## config.mk

```make
export PLATFORM = sky130hd
export DESIGN_NAME = nvmm_latency_shim
export DESIGN_NICKNAME = d
export VERILOG_FILES = /design/src/rtl/nvmm_latency_shim.sv
export SDC_FILE = /design/constraint.sdc
export NUM_CORES = 1
export LEC_CHECK = 0
export BUFFER_PORTS_ARGS = -buffer_cell sky130_fd_sc_hd__buf_2
export CAP_MARGIN = 20
export CORE_AREA = 2 2 249 251
export DETAILED_ROUTE_END_ITERATION = 8
export DIE_AREA = 0 0 251 253
export PLACE_DENSITY_LB_ADDON = 0.12
export SYNTH_ARGS = -nofsm -noshare
export SYNTH_HDL_FRONTEND = slang
export SYNTH_SLANG_ARGS = --single-unit
```

## constraint.sdc

```tcl
create_clock -name sys_clk_i -period 5.74 [get_ports sys_clk_i]
set_input_delay 0 -clock sys_clk_i [delete_from_list [all_inputs] [get_ports sys_clk_i]]
set_output_delay 0 -clock sys_clk_i [all_outputs]
set_load 0.02 [all_outputs]
```

## src/rtl/nvmm_latency_shim.sv

```systemverilog
// AXI4 latency-injection stage: delays NVMM-region AR/AW requests by a programmable
// number of cycles, gates W behind issued AWs, and passes R/B straight through.

module nvmm_req_engine #(
    parameter int PAY_BITS = 61
) (
    input  logic                clk_i,
    input  logic                rst_i,
    input  logic [7:0]          lat_i,
    input  logic [2:0]          nvmm_begin_i,
    input  logic [2:0]          s_region_i,
    input  logic                s_valid_i,
    output logic                s_ready_o,
    input  logic [PAY_BITS-1:0] s_payload_i,
    input  logic                allow_i,
    output logic                m_valid_o,
    input  logic                m_ready_i,
    output logic [PAY_BITS-1:0] m_payload_o,
    output logic [31:0]         nvmm_count_o
);
    typedef enum logic [1:0] {ST_IDLE, ST_WAIT, ST_ISSUE} state_e;

    state_e              state_q, state_d;
    logic [7:0]          cnt_q, cnt_d;
    logic [PAY_BITS-1:0] payload_q, payload_d;
    logic                nvmm_q, nvmm_d;
    logic [31:0]         count_q, count_d;
    logic                is_nvmm;
    logic [7:0]          delay;

    assign is_nvmm = (nvmm_begin_i != 3'd0) && (s_region_i >= nvmm_begin_i);
    assign delay   = is_nvmm ? lat_i : 8'd0;

    always_comb begin
        state_d   = state_q;
        cnt_d     = cnt_q;
        payload_d = payload_q;
        nvmm_d    = nvmm_q;
        count_d   = count_q;
        s_ready_o = 1'b0;
        m_valid_o = 1'b0;
        case (state_q)
            ST_IDLE: begin
                s_ready_o = 1'b1;
                if (s_valid_i) begin
                    payload_d = s_payload_i;
                    nvmm_d    = is_nvmm;
                    cnt_d     = delay;
                    state_d   = (delay != 8'd0) ? ST_WAIT : ST_ISSUE;
                end
            end
            ST_WAIT: begin
                cnt_d = cnt_q - 8'd1;
                if (cnt_q == 8'd1) state_d = ST_ISSUE;
            end
            ST_ISSUE: begin
                // allow_i lets the owner hold back valid (W credit exhaustion) before it is ever raised
                m_valid_o = allow_i;
                if (allow_i && m_ready_i) begin
                    state_d = ST_IDLE;
                    if (nvmm_q) count_d = count_q + 32'd1;
                end
            end
            default: state_d = ST_IDLE;
        endcase
    end

    always_ff @(posedge clk_i or posedge rst_i) begin
        if (rst_i) begin
            state_q   <= ST_IDLE;
            cnt_q     <= 8'd0;
            payload_q <= '0;
            nvmm_q    <= 1'b0;
            count_q   <= 32'd0;
        end else begin
            state_q   <= state_d;
            cnt_q     <= cnt_d;
            payload_q <= payload_d;
            nvmm_q    <= nvmm_d;
            count_q   <= count_d;
        end
    end

    assign m_payload_o  = payload_q;
    assign nvmm_count_o = count_q;
endmodule

module nvmm_latency_shim #(
    parameter int ADDR_BITS    = 32,
    parameter int DATA_BITS    = 64,
    parameter int STRB_BITS    = DATA_BITS / 8,
    parameter int ID_BITS      = 4,
    parameter int REGION_LSB   = 27,
    parameter int MAX_W_CREDIT = 15
) (
    input  logic                 sys_clk_i,
    input  logic                 sys_rst,
    input  logic [7:0]           lat_fr,
    input  logic [7:0]           lat_fw,
    input  logic [2:0]           nvmm_begin,
    output logic [31:0]          cnt_nvmm_rd,
    output logic [31:0]          cnt_nvmm_wr,
    // upstream AR
    input  logic [ID_BITS-1:0]   s_axi_arid,
    input  logic [ADDR_BITS-1:0] s_axi_araddr,
    input  logic [7:0]           s_axi_arlen,
    input  logic [2:0]           s_axi_arsize,
    input  logic [1:0]           s_axi_arburst,
    input  logic                 s_axi_arlock,
    input  logic [3:0]           s_axi_arcache,
    input  logic [2:0]           s_axi_arprot,
    input  logic [3:0]           s_axi_arqos,
    input  logic                 s_axi_arvalid,
    output logic                 s_axi_arready,
    // upstream AW
    input  logic [ID_BITS-1:0]   s_axi_awid,
    input  logic [ADDR_BITS-1:0] s_axi_awaddr,
    input  logic [7:0]           s_axi_awlen,
    input  logic [2:0]           s_axi_awsize,
    input  logic [1:0]           s_axi_awburst,
    input  logic                 s_axi_awlock,
    input  logic [3:0]           s_axi_awcache,
    input  logic [2:0]           s_axi_awprot,
    input  logic [3:0]           s_axi_awqos,
    input  logic                 s_axi_awvalid,
    output logic                 s_axi_awready,
    // upstream W, R, B
    input  logic [DATA_BITS-1:0] s_axi_wdata,
    input  logic [STRB_BITS-1:0] s_axi_wstrb,
    input  logic                 s_axi_wlast,
    input  logic                 s_axi_wvalid,
    output logic                 s_axi_wready,
    output logic [ID_BITS-1:0]   s_axi_rid,
    output logic [DATA_BITS-1:0] s_axi_rdata,
    output logic [1:0]           s_axi_rresp,
    output logic                 s_axi_rlast,
    output logic                 s_axi_rvalid,
    input  logic                 s_axi_rready,
    output logic [ID_BITS-1:0]   s_axi_bid,
    output logic [1:0]           s_axi_bresp,
    output logic                 s_axi_bvalid,
    input  logic                 s_axi_bready,
    // downstream AR
    output logic [ID_BITS-1:0]   m_axi_arid,
    output logic [ADDR_BITS-1:0] m_axi_araddr,
    output logic [7:0]           m_axi_arlen,
    output logic [2:0]           m_axi_arsize,
    output logic [1:0]           m_axi_arburst,
    output logic                 m_axi_arlock,
    output logic [3:0]           m_axi_arcache,
    output logic [2:0]           m_axi_arprot,
    output logic [3:0]           m_axi_arqos,
    output logic                 m_axi_arvalid,
    input  logic                 m_axi_arready,
    // downstream AW
    output logic [ID_BITS-1:0]   m_axi_awid,
    output logic [ADDR_BITS-1:0] m_axi_awaddr,
    output logic [7:0]           m_axi_awlen,
    output logic [2:0]           m_axi_awsize,
    output logic [1:0]           m_axi_awburst,
    output logic                 m_axi_awlock,
    output logic [3:0]           m_axi_awcache,
    output logic [2:0]           m_axi_awprot,
    output logic [3:0]           m_axi_awqos,
    output logic                 m_axi_awvalid,
    input  logic                 m_axi_awready,
    // downstream W, R, B
    output logic [DATA_BITS-1:0] m_axi_wdata,
    output logic [STRB_BITS-1:0] m_axi_wstrb,
    output logic                 m_axi_wlast,
    output logic                 m_axi_wvalid,
    input  logic                 m_axi_wready,
    input  logic [ID_BITS-1:0]   m_axi_rid,
    input  logic [DATA_BITS-1:0] m_axi_rdata,
    input  logic [1:0]           m_axi_rresp,
    input  logic                 m_axi_rlast,
    input  logic                 m_axi_rvalid,
    output logic                 m_axi_rready,
    input  logic [ID_BITS-1:0]   m_axi_bid,
    input  logic [1:0]           m_axi_bresp,
    input  logic                 m_axi_bvalid,
    output logic                 m_axi_bready
);
    localparam int PAY_BITS = ID_BITS + ADDR_BITS + 25;

    logic [PAY_BITS-1:0] ar_pay_in, ar_pay_out, aw_pay_in, aw_pay_out;
    logic [3:0]          credit_q, credit_d;
    logic                w_open, aw_fire, wlast_fire, aw_allow;

    assign ar_pay_in = {s_axi_arid, s_axi_araddr, s_axi_arlen, s_axi_arsize, s_axi_arburst,
                        s_axi_arlock, s_axi_arcache, s_axi_arprot, s_axi_arqos};
    assign aw_pay_in = {s_axi_awid, s_axi_awaddr, s_axi_awlen, s_axi_awsize, s_axi_awburst,
                        s_axi_awlock, s_axi_awcache, s_axi_awprot, s_axi_awqos};
    assign {m_axi_arid, m_axi_araddr, m_axi_arlen, m_axi_arsize, m_axi_arburst,
            m_axi_arlock, m_axi_arcache, m_axi_arprot, m_axi_arqos} = ar_pay_out;
    assign {m_axi_awid, m_axi_awaddr, m_axi_awlen, m_axi_awsize, m_axi_awburst,
            m_axi_awlock, m_axi_awcache, m_axi_awprot, m_axi_awqos} = aw_pay_out;

    nvmm_req_engine #(.PAY_BITS(PAY_BITS)) u_ar_engine (
        .clk_i        (sys_clk_i),
        .rst_i        (sys_rst),
        .lat_i        (lat_fr),
        .nvmm_begin_i (nvmm_begin),
        .s_region_i   (s_axi_araddr[REGION_LSB+2:REGION_LSB]),
        .s_valid_i    (s_axi_arvalid),
        .s_ready_o    (s_axi_arready),
        .s_payload_i  (ar_pay_in),
        .allow_i      (1'b1),
        .m_valid_o    (m_axi_arvalid),
        .m_ready_i    (m_axi_arready),
        .m_payload_o  (ar_pay_out),
        .nvmm_count_o (cnt_nvmm_rd)
    );

    nvmm_req_engine #(.PAY_BITS(PAY_BITS)) u_aw_engine (
        .clk_i        (sys_clk_i),
        .rst_i        (sys_rst),
        .lat_i        (lat_fw),
        .nvmm_begin_i (nvmm_begin),
        .s_region_i   (s_axi_awaddr[REGION_LSB+2:REGION_LSB]),
        .s_valid_i    (s_axi_awvalid),
        .s_ready_o    (s_axi_awready),
        .s_payload_i  (aw_pay_in),
        .allow_i      (aw_allow),
        .m_valid_o    (m_axi_awvalid),
        .m_ready_i    (m_axi_awready),
        .m_payload_o  (aw_pay_out),
        .nvmm_count_o (cnt_nvmm_wr)
    );

    // Credit counts AWs already downstream whose W burst has not yet completed.
    assign w_open       = (credit_q != 4'd0);
    assign m_axi_wvalid = s_axi_wvalid && w_open;
    assign s_axi_wready = m_axi_wready && w_open;
    assign m_axi_wdata  = s_axi_wdata;
    assign m_axi_wstrb  = s_axi_wstrb;
    assign m_axi_wlast  = s_axi_wlast;
    assign aw_fire      = m_axi_awvalid && m_axi_awready;
    assign wlast_fire   = m_axi_wvalid && m_axi_wready && s_axi_wlast;
    assign aw_allow     = (credit_q != 4'(MAX_W_CREDIT)) || wlast_fire;

    always_comb begin
        credit_d = credit_q;
        if (aw_fire && !wlast_fire)      credit_d = credit_q + 4'd1;
        else if (!aw_fire && wlast_fire) credit_d = credit_q - 4'd1;
    end

    always_ff @(posedge sys_clk_i or posedge sys_rst) begin
        if (sys_rst) credit_q <= 4'd0;
        else         credit_q <= credit_d;
    end

    assign s_axi_rid    = m_axi_rid;
    assign s_axi_rdata  = m_axi_rdata;
    assign s_axi_rresp  = m_axi_rresp;
    assign s_axi_rlast  = m_axi_rlast;
    assign s_axi_rvalid = m_axi_rvalid;
    assign m_axi_rready = s_axi_rready;
    assign s_axi_bid    = m_axi_bid;
    assign s_axi_bresp  = m_axi_bresp;
    assign s_axi_bvalid = m_axi_bvalid;
    assign m_axi_bready = s_axi_bready;
endmodule

```

==> results.sh, run 1 <==
export IMPL_status="complete, no violations"
export IMPL_hold_path_class="in -> out"
export IMPL_synthDistinctLibCells=57
export IMPL_drtPass1Iterations=5
export IMPL_synth_edf_count=0
export IMPL_relSlewSlack_pct=42.24
export IMPL_routedWlPerCell_um=15.64
export IMPL_async_flop_share_pct=100.0
export IMPL_p_total_mw=5.454
export IMPL_syn_area_um2=10290
export IMPL_crit_start="u_ar_engine.state_q[1]"
export IMPL_cts_buffers=30
export IMPL_fmax_mhz=339.8
export IMPL_power_leakage_nw=7.566
export IMPL_port_buffer_count=342
export IMPL_endpoint_kind="flip-flop"
export IMPL_antenna_left=0
export IMPL_drive_gt1_share_pct=28.20
export IMPL_synth_nets=1431
export IMPL_final_max_slew_viol_count=0
export IMPL_grt_setup_unrepaired="false"
export IMPL_max_cap_violations=0
export IMPL_via_count=8613
export IMPL_syn_area_per_cell_um2=9.252
export IMPL_cts_tree="done"
export IMPL_critPathTopFamily="buffers and inverters"
export IMPL_min_period_over_period_pct=51.27
export IMPL_r2r_start="u_ar_engine.state_q[1]"
export IMPL_fin_skew_ns=0.008949
export IMPL_setup_tns_final_ns=0
export IMPL_gp_congestion=0.7203
export IMPL_clock_latency_ns=0.57
export IMPL_p_per_area_nw_per_um2=375.1
export IMPL_drc=0
export IMPL_tightest_slew_ns=0.8664
export IMPL_finalSetupViolations=0
export IMPL_num_nets_final=1789
export IMPL_totalWireLength_um=35740
export IMPL_ys_seq_elements=212
export IMPL_io_pins=649
export IMPL_cpMaxStageDelayCell="dfrtp_1"
export IMPL_hp_start="s_axi_wdata[63]"
export IMPL_ys_seq_area_share_pct=51.56
export IMPL_track_usage_pct=10.93
export IMPL_slowest_delay_ns=0.66
export IMPL_syn2layout_area_growth_pct=41.33
export IMPL_die_area_um2=63500
export IMPL_grt_overflow=0
export IMPL_start_util_pct=16.86
export IMPL_crit_buf_inv=3
export IMPL_cts_root_buf="clkbuf_16"
export IMPL_ctsHtreeMaxLevel=1
export IMPL_grt_max_degree=83
export IMPL_grt_antenna_before_repair=3
export IMPL_netlist_instances=1112
export IMPL_cp_arrival_ns=3.40
export IMPL_viasPerCell=3.769
export IMPL_finalCriticalPeriod_ns=2.943
export IMPL_clockBufferDepth=3
export IMPL_critPathKind="reg -> reg"
export IMPL_fp_row_count=91
export IMPL_grt_pass1_wl_um=54640
export IMPL_hold_viol=0
export IMPL_cp_cell_sequence="nand2b_1 -> or2_2 -> buf_4 -> nor3_2 -> a222oi_1 -> dlygate4sd3_1 -> inv_1"
export IMPL_required_ns=6.20
export IMPL_hpwl_um=25170
export IMPL_ys_warn_count=0
export IMPL_cp_max_fo=66
export IMPL_first_iter_violations=373
export IMPL_fp_coreArea_um2=61030
export IMPL_fill_cells=6746
export IMPL_startpoint_type="flip-flop"
export IMPL_clock_sinks=212
export IMPL_grt_pass1_vias=9024
export IMPL_ys_flop_type="dfrtp_1"
export IMPL_clkTransAtPathRegs_ns=0.05
export IMPL_fp_dieH_um=253
export IMPL_peakVddDrop_v=0.0002016
export IMPL_die_width_um=251
[cells in the final DEF (no fill, tap or decap), types with 7 or more instances in the layout]
cell type / synthesis / routed
a21oi_1: 9 / 9
and3_1: 15 / 15
buf_2: 5 / 342
clkbuf_16: 0 / 31
clkbuf_8: 0 / 9
dfrtp_1: 212 / 212
dlygate4sd3_1: 0 / 163
ha_1: 15 / 15
inv_1: 18 / 17
nand2_1: 405 / 404
nand2b_1: 7 / 7
nand3_1: 30 / 30
nand4_1: 13 / 13
nor2_1: 32 / 31
nor4_1: 10 / 10
o21ai_0: 17 / 17
xnor2_1: 51 / 51
xor2_1: 15 / 15
[Yosys cell counts, types with 6 or more instances]
library cell  number  area [um^2]
xnor2_1           51        446.7
nor2_1            32        120.1
buf_1             10        37.54
xor2_1            15        131.4
o211ai_1           6        45.04
dfrtp_1          212         5305
buf_4            154         1156
inv_1             18        67.56
clkbuf_1          18        67.56
and3_1            15        93.84
nor4_1            10        62.56
a21oi_1            9        45.04
nand2_1          405         1520
nand3_1           30        150.1
o21ai_0           17        85.08
and4_1             6        52.55
nand2b_1           7        43.79
ha_1              15        187.7
nand4_1           13        81.33
[power by group]
| part | internal [mW] | total, mW | switching (mW) |
|---|---|---|---|
| sequential | 1.76 | 1.98 | 0.214 |
| combinational | 0.550 | 1.41 | 0.863 |
| clock | 1.32 | 2.07 | 0.747 |
[per-stage QoR]
stage / cells / instance area (um^2) / util [%] / hold slack, ns / setup slack, ns
finish: 2285 / 14540 / 23.83 / 0.000007756 / 2.797
global route: 2284 / 14540 / 23.82 / 0.00002923 / 2.516
CTS: 2282 / 14510 / 23.77 / 0.0001367 / 2.702
detailed placement: 2064 / 11780 / 19.31 / 0.0001367 / 3.200
global placement: 2064 / 11780 / 19.31 / 0.0001367 / 3.225
floorplan: 1112 / 10290 / - / 0.1054 / 2.984
[cells by family (layout without fill, tap and decap cells)]
| logic type | count (synthesis) | in the layout | synth area share, % |
|---|---|---|---|
| mux | 4 | 4 | 0.4256 |
| buf+inv | 205 | 586 | 13.16 |
| simple gates | 556 | 556 | 23.69 |
| flops | 212 | 212 | 51.56 |
| compound gates | 53 | 53 | 3.527 |
| xor+xnor | 66 | 66 | 5.618 |
| other cells | 0 | 2 | 0 |
| fa+ha+maj | 16 | 16 | 2.019 |
[cell type report]
type	count	area (um^2)	share of cell area (%)
clock inverter	9	172.7	1.187
clock buffer	46	922.1	6.341
sequential	212	5305	36.48
antenna	2	5.005	0.03442
multi-input combinational	695	3641	25.04
inverter	18	71.32	0.4905
tap	790	988.4	6.797
timing repair buffer	513	3436	23.63
[what timing repair did]
item                                   CTS  global route
buffers inserted                         0             0
gates resized for setup                  0             0
endpoints found under the hold margin  183             0
hold buffers                           163             0
[state kept, by name, indices dropped and copies added (netlist names)]
signal and flops:
credit_q 4, u_ar_engine.cnt_q 8, u_ar_engine.m_payload_o 61, u_ar_engine.nvmm_count_o 32, u_ar_engine.nvmm_q 1, u_ar_engine.state_q 2
u_aw_engine.cnt_q 8, u_aw_engine.m_payload_o 61, u_aw_engine.nvmm_count_o 32, u_aw_engine.nvmm_q 1, u_aw_engine.state_q 2
[metal layers]
layer / track usage (%) / up-vias / share of wire, %
met5: 0 / - / 0.045
met4: 3.520 / 2 / 2.4
met3: 4.215 / 61 / 8.3
met2: 17.59 / 307 / 47
met1: 13.40 / 4089 / 42
li1: - / 4154 / -
[worst paths after layout]
path / to / slack, ns / cells after the start
min in group asynchronous: u_ar_engine.m_payload_o[34] / 0.05 / 3
max in group asynchronous: u_ar_engine.m_payload_o[26] / 4.60 / 5
worst max-delay path: u_ar_engine.cnt_q[4] / 2.80 / 7
worst min-delay path: m_axi_wdata[63] / 0.000008 / 0
worst max register to register: u_ar_engine.cnt_q[4] / 2.80 / 7
worst min register to register: u_ar_engine.m_payload_o[1] / 0.47 / 2
Power figures use the tool's default switching activity.
==> run 2, diff against run 1 <==
- ABC_AREA: default -> 1
- CORE_AREA: 2 2 249 251 -> 2 2 256 258
- DIE_AREA: 0 0 251 253 -> 0 0 258 260
- clock period: 5.74 -> 2.5 ns (I/O delays scaled with it)
==> results.sh, run 2 <==
export IMPL_final_common_cell="nand2_1"
export IMPL_yosys_area_top_type="dfrtp_1"
export IMPL_synthDistinctLibCells=37
export IMPL_critPathKind="reg -> reg"
export IMPL_whs_endpoint="m_axi_wstrb[3]"
export IMPL_r2r_end="u_aw_engine.cnt_q[0]"
export IMPL_final_cell_mix="nand2_1, buf_2, dfrtp_1, dlygate4sd3_1, inv_1"
export IMPL_p_per_area_nw_per_um2=546.6
export IMPL_tightest_slew_ns=0.7543
export IMPL_cts_tree="done"
export IMPL_cp_depth=7
export IMPL_synth_common_cells="nand2_1, dfrtp_1, buf_4, inv_1, nor2_1"
export IMPL_syn2layout_area_growth_pct=37.54
export IMPL_clkTransAtPathRegs_ns=0.06
export IMPL_peakVddDrop_v=0.0005353
export IMPL_die_width_um=258
export IMPL_cts_setup_buffers=0
export IMPL_num_nets_final=2026
export IMPL_drtPass1Iterations=4
export IMPL_antenna_left=0
export IMPL_grt_overflow=0
export IMPL_track_usage_pct=11.31
export IMPL_p_total_mw=8.571
export IMPL_fp_coreArea_um2=64120
export IMPL_grt_setup_unrepaired="false"
export IMPL_start_util_pct=17.78
export IMPL_syn_area_per_cell_um2=8.464
export IMPL_grt_max_degree=64
export IMPL_via_count=9864
export IMPL_clockBufferDepth=3
export IMPL_clock_latency_ns=0.57
export IMPL_worst_r2r_cell_count=7
export IMPL_fp_row_count=93
export IMPL_gp_congestion=0.7485
export IMPL_grt_pass1_wl_um=61020
export IMPL_cts_root_buf="clkbuf_16"
export IMPL_cts_buffers=30
export IMPL_ctsHtreeMaxLevel=1
export IMPL_hold_viol=0
export IMPL_drc=0
export IMPL_required_ns=3.00
export IMPL_totalWireLength_um=38190
export IMPL_fmax_mhz=431.2
export IMPL_synth_most_common_cell="nand2_1"
export IMPL_clock_sinks=212
export IMPL_ys_seq_elements=212
export IMPL_synth_area_leaders="dfrtp_1, nand2_1, buf_4, mux2_1, inv_1"
export IMPL_final_max_slew_viol_count=0
export IMPL_regArea_um2=5305
export IMPL_place_ws_ns=0.2029
export IMPL_fill_cells=7071
export IMPL_status="complete, no violations"
export IMPL_critPathTopFamily="buffers and inverters"
export IMPL_ys_warn_count=0
export IMPL_first_iter_violations=468
export IMPL_startpoint_type="flip-flop"
export IMPL_min_period_over_period_pct=92.77
export IMPL_yosysTopAreaCellShare_pct=46.53
export IMPL_crit_buf_inv=3
export IMPL_cp_cell_sequence="nor2_1 -> nand2_2 -> clkinv_2 -> nand3_1 -> dlygate4sd3_1 -> o211ai_1 -> dlygate4sd3_1"
export IMPL_netlist_instances=1347
export IMPL_grt_antenna_before_repair=7
export IMPL_cp_arrival_ns=2.82
export IMPL_die_area_um2=67080
export IMPL_slowest_delay_ns=0.57
export IMPL_hold_path_class="in -> out"
export IMPL_async_flop_share_pct=100.0
export IMPL_viasPerCell=3.814
export IMPL_multiInputGateArea_um2=4459
export IMPL_hp_start="s_axi_wstrb[3]"
export IMPL_fin_skew_ns=0.008274
export IMPL_ys_seq_area_share_pct=46.53
export IMPL_max_cap_violations=0
export IMPL_syn_area_um2=11400
export IMPL_relSlewSlack_pct=49.71
export IMPL_synth_nets=1666
export IMPL_port_buffer_count=342
export IMPL_r2r_start="u_aw_engine.state_q[0]"
export IMPL_cp_max_fo=15
export IMPL_ys_flop_type="dfrtp_1"
export IMPL_hpwl_um=27850
export IMPL_routedWlPerCell_um=14.77
export IMPL_fp_dieH_um=260
export IMPL_hold_depth=0
export IMPL_drive_gt1_share_pct=25.32
export IMPL_power_leakage_nw=8.350
export IMPL_grt_pass1_vias=10487
export IMPL_setup_slack_ns=0.1808
export IMPL_rrSetupSlack_ns=0.18
export IMPL_finalCriticalPeriod_ns=2.319
export IMPL_synth_edf_count=0
export IMPL_io_pins=649
export IMPL_crit_top_cell="dlygate4sd3_1"
export IMPL_cpMaxStageDelayCell="dlygate4sd3_1"
export IMPL_finalSetupViolations=0
export IMPL_endpoint_kind="flip-flop"
==> run 2: cell type report <==
class	count	area share [%]
tap	855	6.822
sequential	212	33.83
antenna	5	0.07979
clock inverter	5	0.5027
clock buffer	46	5.944
multi-input combinational	855	28.44
timing repair buffer	512	22.05
inverter	96	2.330
==> run 2: logic make-up (layout without fill, tap and decap cells) <==
group | after synthesis | in the layout | share of synthesized area [%]
buffers and inverters | 280 | 659 | 14.51
AO/OA/AOI/OAI | 54 | 54 | 2.908
XOR/XNOR | 45 | 45 | 3.457
multiplexers | 61 | 61 | 6.025
flip-flops | 212 | 212 | 46.53
AND/OR/NAND/NOR | 679 | 679 | 24.75
adder cells (fa/ha/maj) | 16 | 16 | 1.822
other | 0 | 5 | 0
==> run 2: metrics by stage <==
| step | instances | TNS (ns) | hold slack, ns | area, um^2 | utilization (%) |
|---|---|---|---|---|---|
| final | 2586 | 0 | 0.000006687 | 15680 | 24.46 |
| after global placement | 2372 | 0 | 0.0001367 | 13070 | 20.38 |
| after CTS | 2581 | 0 | 0.0001367 | 15660 | 24.42 |
| after detailed placement | 2372 | 0 | 0.0001367 | 13070 | 20.38 |
| after floorplan | 1347 | -54.31 | 0.1096 | 11400 | - |
| after global routing | 2586 | 0 | 0.00003825 | 15680 | 24.46 |
==> run 2: metal layers <==
layer / track usage (%) / vias up / part of all wire [%]
met5: 0.1425 / - / 0.079
met4: 3.532 / 4 / 2.7
met3: 3.489 / 96 / 7.5
met2: 18.45 / 307 / 46
met1: 14.24 / 4635 / 43
li1: - / 4822 / -
==> run 2: how the worst max path moves through the flow <==
stage | endpoint | startpoint | slack, ns
6_report | u_aw_engine.cnt_q[0] | u_aw_engine.state_q[0] | 0.18
5_1_grt | u_aw_engine.cnt_q[0] | u_aw_engine.state_q[0] | 0.02
4_1_cts | u_aw_engine.cnt_q[0] | u_aw_engine.state_q[0] | 0.09
3_5_place_dp | credit_q[3] | credit_q[0] | 0.20
3_3_place_gp | credit_q[3] | credit_q[0] | 0.17
2_1_floorplan | credit_q[0] | sys_rst | -0.26
==> run 2: what timing repair did <==
item                                    4_1_cts  5_1_grt
gates resized for setup                       0        2
hold endpoints to repair                    363        0
hold buffers                                158        0
endpoints found under the setup margin        0        1
==> run 2: worst reg2reg max path, stage by stage (launching register included) <==
cell,delay [ns]
dfrtp_1,0.41
nor2_1,0.20
nand2_2,0.11
clkinv_2,0.21
nand3_1,0.11
dlygate4sd3_1,0.57
o211ai_1,0.08
dlygate4sd3_1,0.57
==> run 2: power breakdown <==
group	switching (mW)	internal, mW
registers	0.0388	3.46
clock network	1.68	2.73
logic	0.300	0.353
==> run 3, diff against run 2 <==
- ABC_AREA: 1 -> 0
- CELL_PAD_IN_SITES_DETAIL_PLACEMENT: default -> 2
- CELL_PAD_IN_SITES_GLOBAL_PLACEMENT: default -> 2
- CORE_AREA: 2 2 256 258 -> 2 2 253 255
- DIE_AREA: 0 0 258 260 -> 0 0 255 257
==> results.sh, run 3 (synthesized netlist as in run 1, its figures left out) <==
export IMPL_num_nets_final=1799
export IMPL_crit_top_cell="ha_1"
export IMPL_grt_pass1_wl_um=62810
export IMPL_routedWlPerCell_um=17.14
export IMPL_totalWireLength_um=40220
export IMPL_die_area_um2=65540
export IMPL_finalCriticalPeriod_ns=2.278
export IMPL_drc=0
export IMPL_p_per_area_nw_per_um2=833.6
export IMPL_fin_cells=2346
export IMPL_cts_tree="done"
export IMPL_fin_area_um2=14620
export IMPL_drive_gt1_share_pct=29.29
export IMPL_port_buffer_count=342
export IMPL_track_usage_pct=12.28
export IMPL_startpoint_type="flip-flop"
export IMPL_grtUsageMet1_pct=14.68
export IMPL_slowest_delay_ns=0.46
export IMPL_tightest_slew_ns=0.8768
export IMPL_clockBufferDepth=3
export IMPL_syn2layout_area_growth_pct=42.05
export IMPL_p_total_mw=12.18
export IMPL_hold_path_class="in -> out"
export IMPL_power_leakage_nw=7.584
export IMPL_fp_row_count=92
export IMPL_final_common_cell="nand2_1"
export IMPL_finalSetupViolations=0
export IMPL_cp_arrival_ns=2.74
export IMPL_relSlewSlack_pct=41.55
export IMPL_use_met3_pct=4.431
export IMPL_gr_usage_met2_pct=20.77
export IMPL_cpMaxStageDelayCell="dfrtp_2"
export IMPL_fmax_mhz=439.1
export IMPL_start_util_pct=16.40
export IMPL_clock_latency_ns=0.58
export IMPL_first_iter_violations=230
export IMPL_die_width_um=255
export IMPL_cts_root_buf="clkbuf_16"
export IMPL_fp_dieH_um=257
export IMPL_cts_buffers=31
export IMPL_peakVddDrop_v=0.0004784
export IMPL_grt_max_degree=71
export IMPL_required_ns=2.96
export IMPL_setup_tns_final_ns=0
export IMPL_dp_cells=2137
export IMPL_endpoint_kind="flip-flop"
export IMPL_critPathKind="reg -> reg"
export IMPL_cp_cell_sequence="nor4_4 -> nor2b_1 -> nand3_1 -> ha_1 -> inv_1 -> ha_1 -> a21o_1 -> a21oi_2 -> xnor2_1 -> nor2_1 -> xor2_1"
export IMPL_placed_cell_area_um2=12050
export IMPL_final_max_slew_viol_count=0
export IMPL_gp_congestion=0.6826
export IMPL_status="complete, no violations"
export IMPL_drtPass1Iterations=4
export IMPL_top_usage_layer="met2"
export IMPL_fp_coreArea_um2=62740
export IMPL_clock_sinks=212
export IMPL_grt_antenna_before_repair=2
export IMPL_via_count=9002
export IMPL_antenna_left=0
export IMPL_ctsHtreeMaxLevel=1
export IMPL_cp_max_fo=5
export IMPL_fin_skew_ns=0.01046
export IMPL_fin_hold_ws_ns=0.000005604
export IMPL_clkTransAtPathRegs_ns=0.06
export IMPL_io_pins=649
export IMPL_min_period_over_period_pct=91.10
export IMPL_max_cap_violations=0
export IMPL_final_cell_mix="nand2_1, buf_2, dfrtp_1, dlygate4sd3_1, xnor2_1"
export IMPL_hold_viol=0
export IMPL_grt_overflow=0
export IMPL_fill_cells=7201
export IMPL_grt_pass1_vias=10212
export IMPL_hpwl_um=28620
export IMPL_viasPerCell=3.837
[run 3: final timing paths]
| path | from | slack [ns] | end | cells past startpoint |
|---|---|---|---|---|
| min | m_axi_rdata[60] | 0.000006 | s_axi_rdata[60] | 0 |
| min in group asynchronous | sys_rst | 0.07 | u_ar_engine.cnt_q[4] | 3 |
| min reg2reg | u_ar_engine.m_payload_o[33] | 0.47 | u_ar_engine.m_payload_o[33] | 2 |
| max in group asynchronous | sys_rst | 1.68 | u_aw_engine.m_payload_o[53] | 4 |
| max | credit_q[1] | 0.22 | credit_q[3] | 11 |
| max reg2reg | credit_q[1] | 0.22 | credit_q[3] | 11 |
[run 3: worst max-delay path, delay by kind of cell (launching register included)]
family | cells | cell delay (ns)
xor+xnor | 2 | 0.27
compound gates | 2 | 0.35
simple gates | 4 | 0.54
fa+ha+maj | 2 | 0.47
flops | 1 | 0.46
buf+inv | 1 | 0.09
[run 3: per-layer routing]
| layer | vias up | wire (um) |
|---|---|---|
| met4 | 2 | 796 |
| met3 | 55 | 3301 |
| met5 | - | 7 |
| met1 | 4496 | 16450 |
| li1 | 4158 | - |
| met2 | 291 | 19660 |
[run 3: what timing repair did]
| item | 4_1_cts | 5_1_grt |
|---|---|---|
| pin swaps | 0 | 0 |
| hold endpoints to repair | 335 | 0 |
| endpoints found under the setup margin | 1 | 9 |
| gates resized for setup | 1 | 9 |
| hold buffers | 156 | 0 |
| setup buffers | 0 | 0 |
[run 3: layout make-up]
class,count,area (um^2),area share [%]
Antenna cell,1,2.502,0.01712
Clock buffer,47,915.9,6.267
Clock inverter,5,50.05,0.3424
Inverter,18,71.32,0.4880
Multi-Input combinational cell,695,3681,25.19
Sequential cell,212,5308,36.32
Tap cell,846,1059,7.243
Timing Repair Buffer,522,3528,24.14
[run 3: report_power, final]
part | switching [mW] | internal, mW | leakage, nW
clock | 1.71 | 2.58 | 0.479
combinational | 2.17 | 1.26 | 4.31
sequential | 0.415 | 4.05 | 2.79
total | 4.29 | 7.89 | 7.58
[run 3: stage by stage]
| step | setup slack [ns] | util [%] |
|---|---|---|
| after CTS | 0.03126 | 23.24 |
| after floorplan | -0.2562 | - |
| after global placement | 0.06555 | 19.20 |
| after detailed placement | -0.02890 | 19.20 |
| after global routing | -0.005022 | 23.30 |
| final | 0.2225 | 23.30 |
